[src/rtl/fork_join_timer.sv]
// rtl/fork_join_timer.sv - timed fork/join engine: NCH channels fire after per-channel delays, join when all fired
// Optional macro FORK_JOIN_TIMER_ACCUM_EN: out_val accumulates fired channel values per iteration instead of overwriting.
module fork_join_timer #(
   parameter int NCH   = 2,
   parameter int WIDTH = 4,
   parameter int DW    = 8,
   parameter int CW    = 8
) (
   input  logic                 clk,
   input  logic                 rst_n,
   input  logic                 start,
   input  logic                 loop,
   input  logic                 abort,
   input  logic [NCH*DW-1:0]    dly,
   input  logic [NCH*WIDTH-1:0] val,
   output logic [WIDTH-1:0]     out_val,
   output logic                 out_valid,
   output logic [NCH-1:0]       fire_mask,
   output logic                 busy,
   output logic                 done,
   output logic [CW-1:0]        iter_cnt
);

   typedef enum logic [1:0] {IDLE, RUN, JOIN} state_t;

   state_t               state;
   state_t               state_nxt;
   logic [DW:0]          cnt;        // one spare bit so a 2^DW-1 delay never sees a wrap
   logic [NCH*DW-1:0]    dly_sh;
   logic [NCH*WIDTH-1:0] val_sh;
   logic [NCH-1:0]       fire_now;
   logic [WIDTH-1:0]     fire_val;
   logic                 fork_now;

   assign busy = (state != IDLE);

   // Ascending loop: in overwrite mode the highest firing index wins out_val.
   always_comb begin
      fire_now = '0;
      fire_val = out_val;
      for (int i = 0; i < NCH; i++) begin
         if (!fire_mask[i] && (cnt == {1'b0, dly_sh[i*DW +: DW]})) begin
            fire_now[i] = 1'b1;
`ifdef FORK_JOIN_TIMER_ACCUM_EN
            fire_val = fire_val + val_sh[i*WIDTH +: WIDTH];
`else
            fire_val = val_sh[i*WIDTH +: WIDTH];
`endif
         end
      end
   end

   always_comb begin
      state_nxt = state;
      fork_now  = 1'b0;
      case (state)
         IDLE: begin
            if (start && !abort) begin
               state_nxt = RUN;
               fork_now  = 1'b1;
            end
         end
         RUN: begin
            if (abort)
               state_nxt = IDLE;
            else if ((fire_mask | fire_now) == '1)
               state_nxt = JOIN;
         end
         JOIN: begin
            if (abort) begin
               state_nxt = IDLE;
            end else if (loop) begin
               state_nxt = RUN;
               fork_now  = 1'b1;
            end else begin
               state_nxt = IDLE;
            end
         end
         default: state_nxt = IDLE;
      endcase
   end

   always_ff @(posedge clk or negedge rst_n) begin
      if (!rst_n)
         state <= IDLE;
      else
         state <= state_nxt;
   end

   always_ff @(posedge clk or negedge rst_n) begin
      if (!rst_n) begin
         cnt       <= '0;
         dly_sh    <= '0;
         val_sh    <= '0;
         out_val   <= '0;
         out_valid <= 1'b0;
         fire_mask <= '0;
         done      <= 1'b0;
         iter_cnt  <= '0;
      end else begin
         out_valid <= 1'b0;
         done      <= 1'b0;
         if (fork_now) begin
            dly_sh    <= dly;
            val_sh    <= val;
            cnt       <= '0;
            fire_mask <= '0;
`ifdef FORK_JOIN_TIMER_ACCUM_EN
            out_val   <= '0;
`endif
         end
         if (state == RUN && !abort) begin
            cnt       <= cnt + 1'b1;
            fire_mask <= fire_mask | fire_now;
            if (|fire_now) begin
               out_val   <= fire_val;
               out_valid <= 1'b1;
            end
         end
         if (state != IDLE && abort)
            fire_mask <= '0;
         if (state == JOIN && !abort) begin
            done     <= 1'b1;
            iter_cnt <= iter_cnt + 1'b1;
         end
      end
   end

endmodule
[config.mk]
export PLATFORM = sky130hd
export DESIGN_NAME = fork_join_timer
export DESIGN_NICKNAME = d
export VERILOG_FILES = /design/src/rtl/fork_join_timer.sv
export SDC_FILE = /design/constraint.sdc
export NUM_CORES = 1
export LEC_CHECK = 0
export ABC_AREA = 1
export CAP_MARGIN = 25
export CORE_ASPECT_RATIO = 0.9
export CORE_MARGIN = 2
export CORE_UTILIZATION = 52
export DETAILED_ROUTE_END_ITERATION = 7
export PLACE_DENSITY = 0.8
export RECOVER_POWER = 100
export SYNTH_ARGS = -nofsm -noshare
export SYNTH_HDL_FRONTEND = slang
export SYNTH_SLANG_ARGS = --single-unit
[constraint.sdc]
create_clock -name clk -period 1.8 [get_ports clk]
set_input_delay 0.36 -clock clk [delete_from_list [all_inputs] [get_ports clk]]
set_output_delay 0.36 -clock clk [all_outputs]
set_load 0.05 [all_outputs]
; ---- Word-level counts from Yosys, hierarchy flattened
; Index checks and enable logic that the tools add are counted.
[word_totals]
reg_bits = 51
input_bits = 29
out_inout_bits = 17
word_cells = 58
[classes]
n_addsub = 2
n_eq_ne = 7
mux = 22
bitwise_logic = 1
n_reduce_logical = 17
[ops]
columns = cell, n
row1 = $eq 9x8->1, 2
row2 = $mux 9, 2
row3 = $mux 2, 6
row4 = $mux 1, 10
row5 = $add 9x1->9 const B, 1
row6 = $add 8x1->8 const B, 1
row7 = $mux 4, 2
row8 = $logic_and 1x1->1, 6
row9 = $pmux 2 s3, 1
row10 = $reduce_bool 2->1, 3
row11 = $eq 2x2->1 const B, 2
row12 = $logic_not 1->1, 3
row13 = $ne 3x3->1 const B, 1
row14 = $reduce_and 3->1, 1
row15 = $reduce_bool 3->1, 1
row16 = $eq 2x1->1 const B, 1
row17 = $logic_not 2->1, 1
row18 = $ne 2x2->1 const B, 1
row19 = $or 2x2->2, 1
row20 = $pmux 1 s2, 1
row21 = $reduce_and 2->1, 1
row22 = $reduce_or 2->1, 1

; ---- Depth between registers and ports, before layout
[logic_depth]
word_depth = 8
mapped_depth = 11
ltp_nobuf = 11

; ---- Least setup slack after synthesis
; No wires, ideal clock.
[synth_timing]
path_kind = flip-flop to flip-flop
startpoint = register iter_cnt[0]
endpoint = register iter_cnt[6]
setup_time_ns = 0.125
arrival_time_ns = 1.352
t_required_ns = 1.675
path_slack_ns = 0.323
path_stages_with_launch = 6
n_path_buf = 0
period_less_slack_ns = 1.477
cell_sequence = dfrtp_1 ha_1 nand2_1 nor2_1 nand3_1 xor2_1
[synth_between]
elab_chain_cells = 1
[synth_lines]
columns = element, line_no
row1 = "start, declared", 21  ; output logic [CW-1:0] iter_cnt
row2 = "start signal, assigned", 124  ; iter_cnt <= iter_cnt + 1'b1;
row3 = $add 8x1->8, 124
; Every way passes these cells.
; A chain may end at the register's enable or synchronous reset.

; ---- Worst setup path in the final report
[layout_timing]
startpoint = register state[0]
endpoint = output port busy
[layout_between]
elab_chain_cells = 1
[layout_lines]
columns = element, line_no
row1 = "start, declared", 26  ; state_t state;
row2 = "start signal, assigned", 87  ; state <= state_nxt;
row3 = $reduce_bool 2->1, 35  ; assign busy = (state != IDLE);
row4 = "end, declared", 19  ; output logic busy,
; Every way passes these cells.

==> results.txt <==
----------------------------------------------------
[Outcome]
  Run status ... complete, no violations

[Drt]
  Via count ... between 2000 and 2500
  Final wirelength ... 5.10 mm
  Initial DRC Count ... 84
  Wire length per cell after detailed routing ... 11.9 um
  Post-DRT Antenna Nets ... 0
  Drt first pass iters ... 4
  Drt drc ... 0
  Routed vias/inst ... 4.92

[Timing]
  Post-route minimum period ... 1680 ps
  Setup repair after global routing missed its margin ... false
  Final worst-path cycle share ... 93.3%
  Final number of setup-violating endpoints ... 0
  Pin slew with the least headroom to its limit ... 1230 ps
  Skew final ... around 3.0 ps
  Max Fclk ... a little under 600 MHz
  Number of endpoints with negative hold slack in the final report ... 0
  Normalized max-slew margin ... between 10% and 20%
  Number of pins exceeding their max-slew limit in the final report ... 0

[Layout]
  Most used cells in the layout excluding fill and tap cells ... nand2_1, dfrtp_1, inv_1, clkdlybuf4s50_1, o21ai_0
  Finished layout cell area ... 3050 um2
  Ant diodes ... 0
  Final net count ... around 400
  Layout cell share with drive strength beyond 1 ... 9.02%
  Layout area overhead ... 22.8%
  Most common cell after layout, fill and taps aside ... nand2_1

[Clock network]
  Clock root buffer ... clkbuf_8
  Clk_lat worst skew ... 300 ps
  CTS max path bufs ... 2
  # Post-CTS Setup Buffers ... 0
  CTS clk-pin slew, worst paths ... 90 ps
  Number of H-tree branching levels ... 2
  Post-CTS Hold Buffers ... 0
  Number of buffers inserted during clock tree synthesis ... 5
  Sink count of the clock tree ... 51
  Quantity of gates resized following cts ... 0
  CTS tree ... built

[Worst setup path]
  Count of cells along the worst register-to-register path ... 11
  Sequence of cells on the critical path ... nor2_1 > inv_1 > clkbuf_2
  Delay of the slowest cell on the worst path ... 460 ps
  Kind of start point of the critical path ... flop
  Required time worst endpoint ... 1440 ps
  Worst setup slack for register-to-register paths ... 170 ps
  Critical setup path kind ... reg -> out
  Slowest stage cell on the critical path ... dfrtp_1
  Crit Path Max Fanout ... 4
  Reg-to-Reg Start ... cnt[0]
  Data arrival time of the critical path ... around 1300 ps
  Worst setup EP type ... output pin
  Total buffers and inverters traversed by the critical path ... 2
  Reg2Reg Capture Point ... out_val[0]
  Cell family contributing the most delay on the critical path ... flip-flops

[Floorplanning]
  Chip Width ... between 70 and 80 um
  Area inside the core boundary ... ~4500 um2
  Vertical die dimension ... 69.6 um
  Starting density of the core ... 55.0%
  Number of standard-cell rows in the floorplan ... 23
  IO Pins ... 46
  Die Footprint ... ~5300 um2

[Pwr]
  Worst VDD drop ... 689 uV
  Switching power share of the total ... 35.0%
  Internal power contribution ... 2.00 mW
  Cell Pwr Density ... 1010 nW/um2
  Fraction of power consumed by sequential logic ... 47.5%
  Total net switching power ... approximately 1.1 mW
  Total power of the final layout ... 3.07 mW
  Static leakage ... 1.55 nW
  Proportion of power drawn by the clock network ... 26.1%
  Fraction of power consumed by combinational cells ... 26.4%

[Global routing]
  Global routing usage on met3 ... about 4.4%
  Vias in the first global route ... 2118
  Most Crowded Layer GR ... met2
  Antenna violations before repair ... 0
  GR Overflow Total ... 0
  Wire length of the first global-routing pass ... 9.02 mm
  Maximum number of pins on one net before global-route repair ... 52
  Aggregate global-route resource usage ... 20.7%
  GR Layer Usage met1 ... 26.3%
  Routing usage on met2 ... 35.1%

[Synthesis]
  Library cells used by synthesis ... 29
  Total nets after synthesis ... 337
  Area share of the largest cell type after synthesis ... 51.4%
  Count of yosys warnings during synthesis ... 0
  Dominant cell type by area after synthesis ... dfrtp_1
  Ranking of synthesized cells by area ... dfrtp_1, nand2_1, inv_1, o21ai_0, xor2_1
  Per-instance average area after synthesis ... 8.12 um2
  Gate count of the mapped netlist ... 306
  Combined area of all synthesized cells ... 2480 um2
  Synth Register Bits ... between 50 and 60
  Share of synthesized area occupied by flip-flops and latches ... 51.4%

[Flow run]
  Maximum capacitance violations ... 0

[Placement]
  Instance area after placement ... 3030 um2
  # port buffers ... 45
  Placed wire-length estimate ... 3.76 mm
  Gp weighted congestion ... approximately 0.85

[Hold path]
  Hold/Removal Path Class ... in -> async

----------------------------------------------------
## power groups by stage
stage / clock (mW) / sequential [mW] / combinational [mW]
CTS: 0.809 / 1.46 / 0.874
global route: 0.850 / 1.48 / 0.911
floorplan: 0 / 1.61 / 0.430
detailed placement: 0 / 1.48 / 0.865
finish: 0.800 / 1.46 / 0.812
global placement: 0 / 1.47 / 0.846
## registers in the layout (all words and copies together), names as in the netlist
signal	cells
dly_sh	16
out_val	4
iter_cnt	8
cnt	9
state	2
out_valid	1
done	1
fire_mask	2
val_sh	8
## cells by family (layout without fill, tap and decap cells)
kind of cell / after synthesis / count (layout) / share of synthesized area, %
mux: 1 / 1 / 0.403
fa+ha+maj: 2 / 2 / 1.01
compound gates: 31 / 31 / 7.10
flops: 51 / 51 / 51.4
xor+xnor: 9 / 9 / 3.17
simple gates: 169 / 169 / 29.9
buf+inv: 43 / 103 / 7.05
## final cells by class
class	count	area, um2
clock inverters	3	43.8
inverters	38	143
multi-input cells	212	1020
clock buffers	5	68.8
repair buffers	57	418
flip-flops and latches	51	1280
well taps	62	77.6
fillers	404	1470
## synth_stat cells, drive strengths merged
| master | instances |
|---|---|
| xnor2 | 2 |
| xor2 | 7 |
| dfrtp | 51 |
| mux2i | 1 |
| nand3 | 14 |
| ha | 2 |
| nand4 | 6 |
| clkinv | 1 |
| nand2 | 130 |
| clkbuf | 1 |
| o32ai | 1 |
| o21ai | 22 |
| buf | 4 |
| a21oi | 7 |
| nor3 | 3 |
| o211ai | 1 |
| nor2 | 16 |
| inv | 37 |
## worst max-delay path by stage
stage	startpoint	endpoint	slack, ps	cells past startpoint
final	state[0]	busy	120	3
after global routing	cnt[0]	out_val[2]	30	11
after CTS	state[0]	busy	150	3
after detailed placement	abort	dly_sh[11]	-90	7
after global placement	abort	dly_sh[15]	-9	7
after floorplan	iter_cnt[0]	iter_cnt[6]	320	5
## per-stage QoR
stage                     instances  worst slack [ps]  utilization [%]  TNS, ps  hold slack [ps]
after CTS                       428               154             69.6        0             38.9
final                           428               120             67.5        0              385
after floorplan                 306               323                -        0             64.4
after global placement          420             -9.44             67.2    -9.44              367
after global routing            428              28.2             67.5        0              509
after detailed placement        420             -86.9             67.2    -1340              368
## metal layers
layer / part of all wire [%] / vias to the layer above
li1: - / 1066
met1: 46 / 967
met2: 47 / 66
met3: 5.6 / 8
met4: 1.5 / 0
met5: 0 / -
No activity file was read; power rests on OpenSTA's default activity.
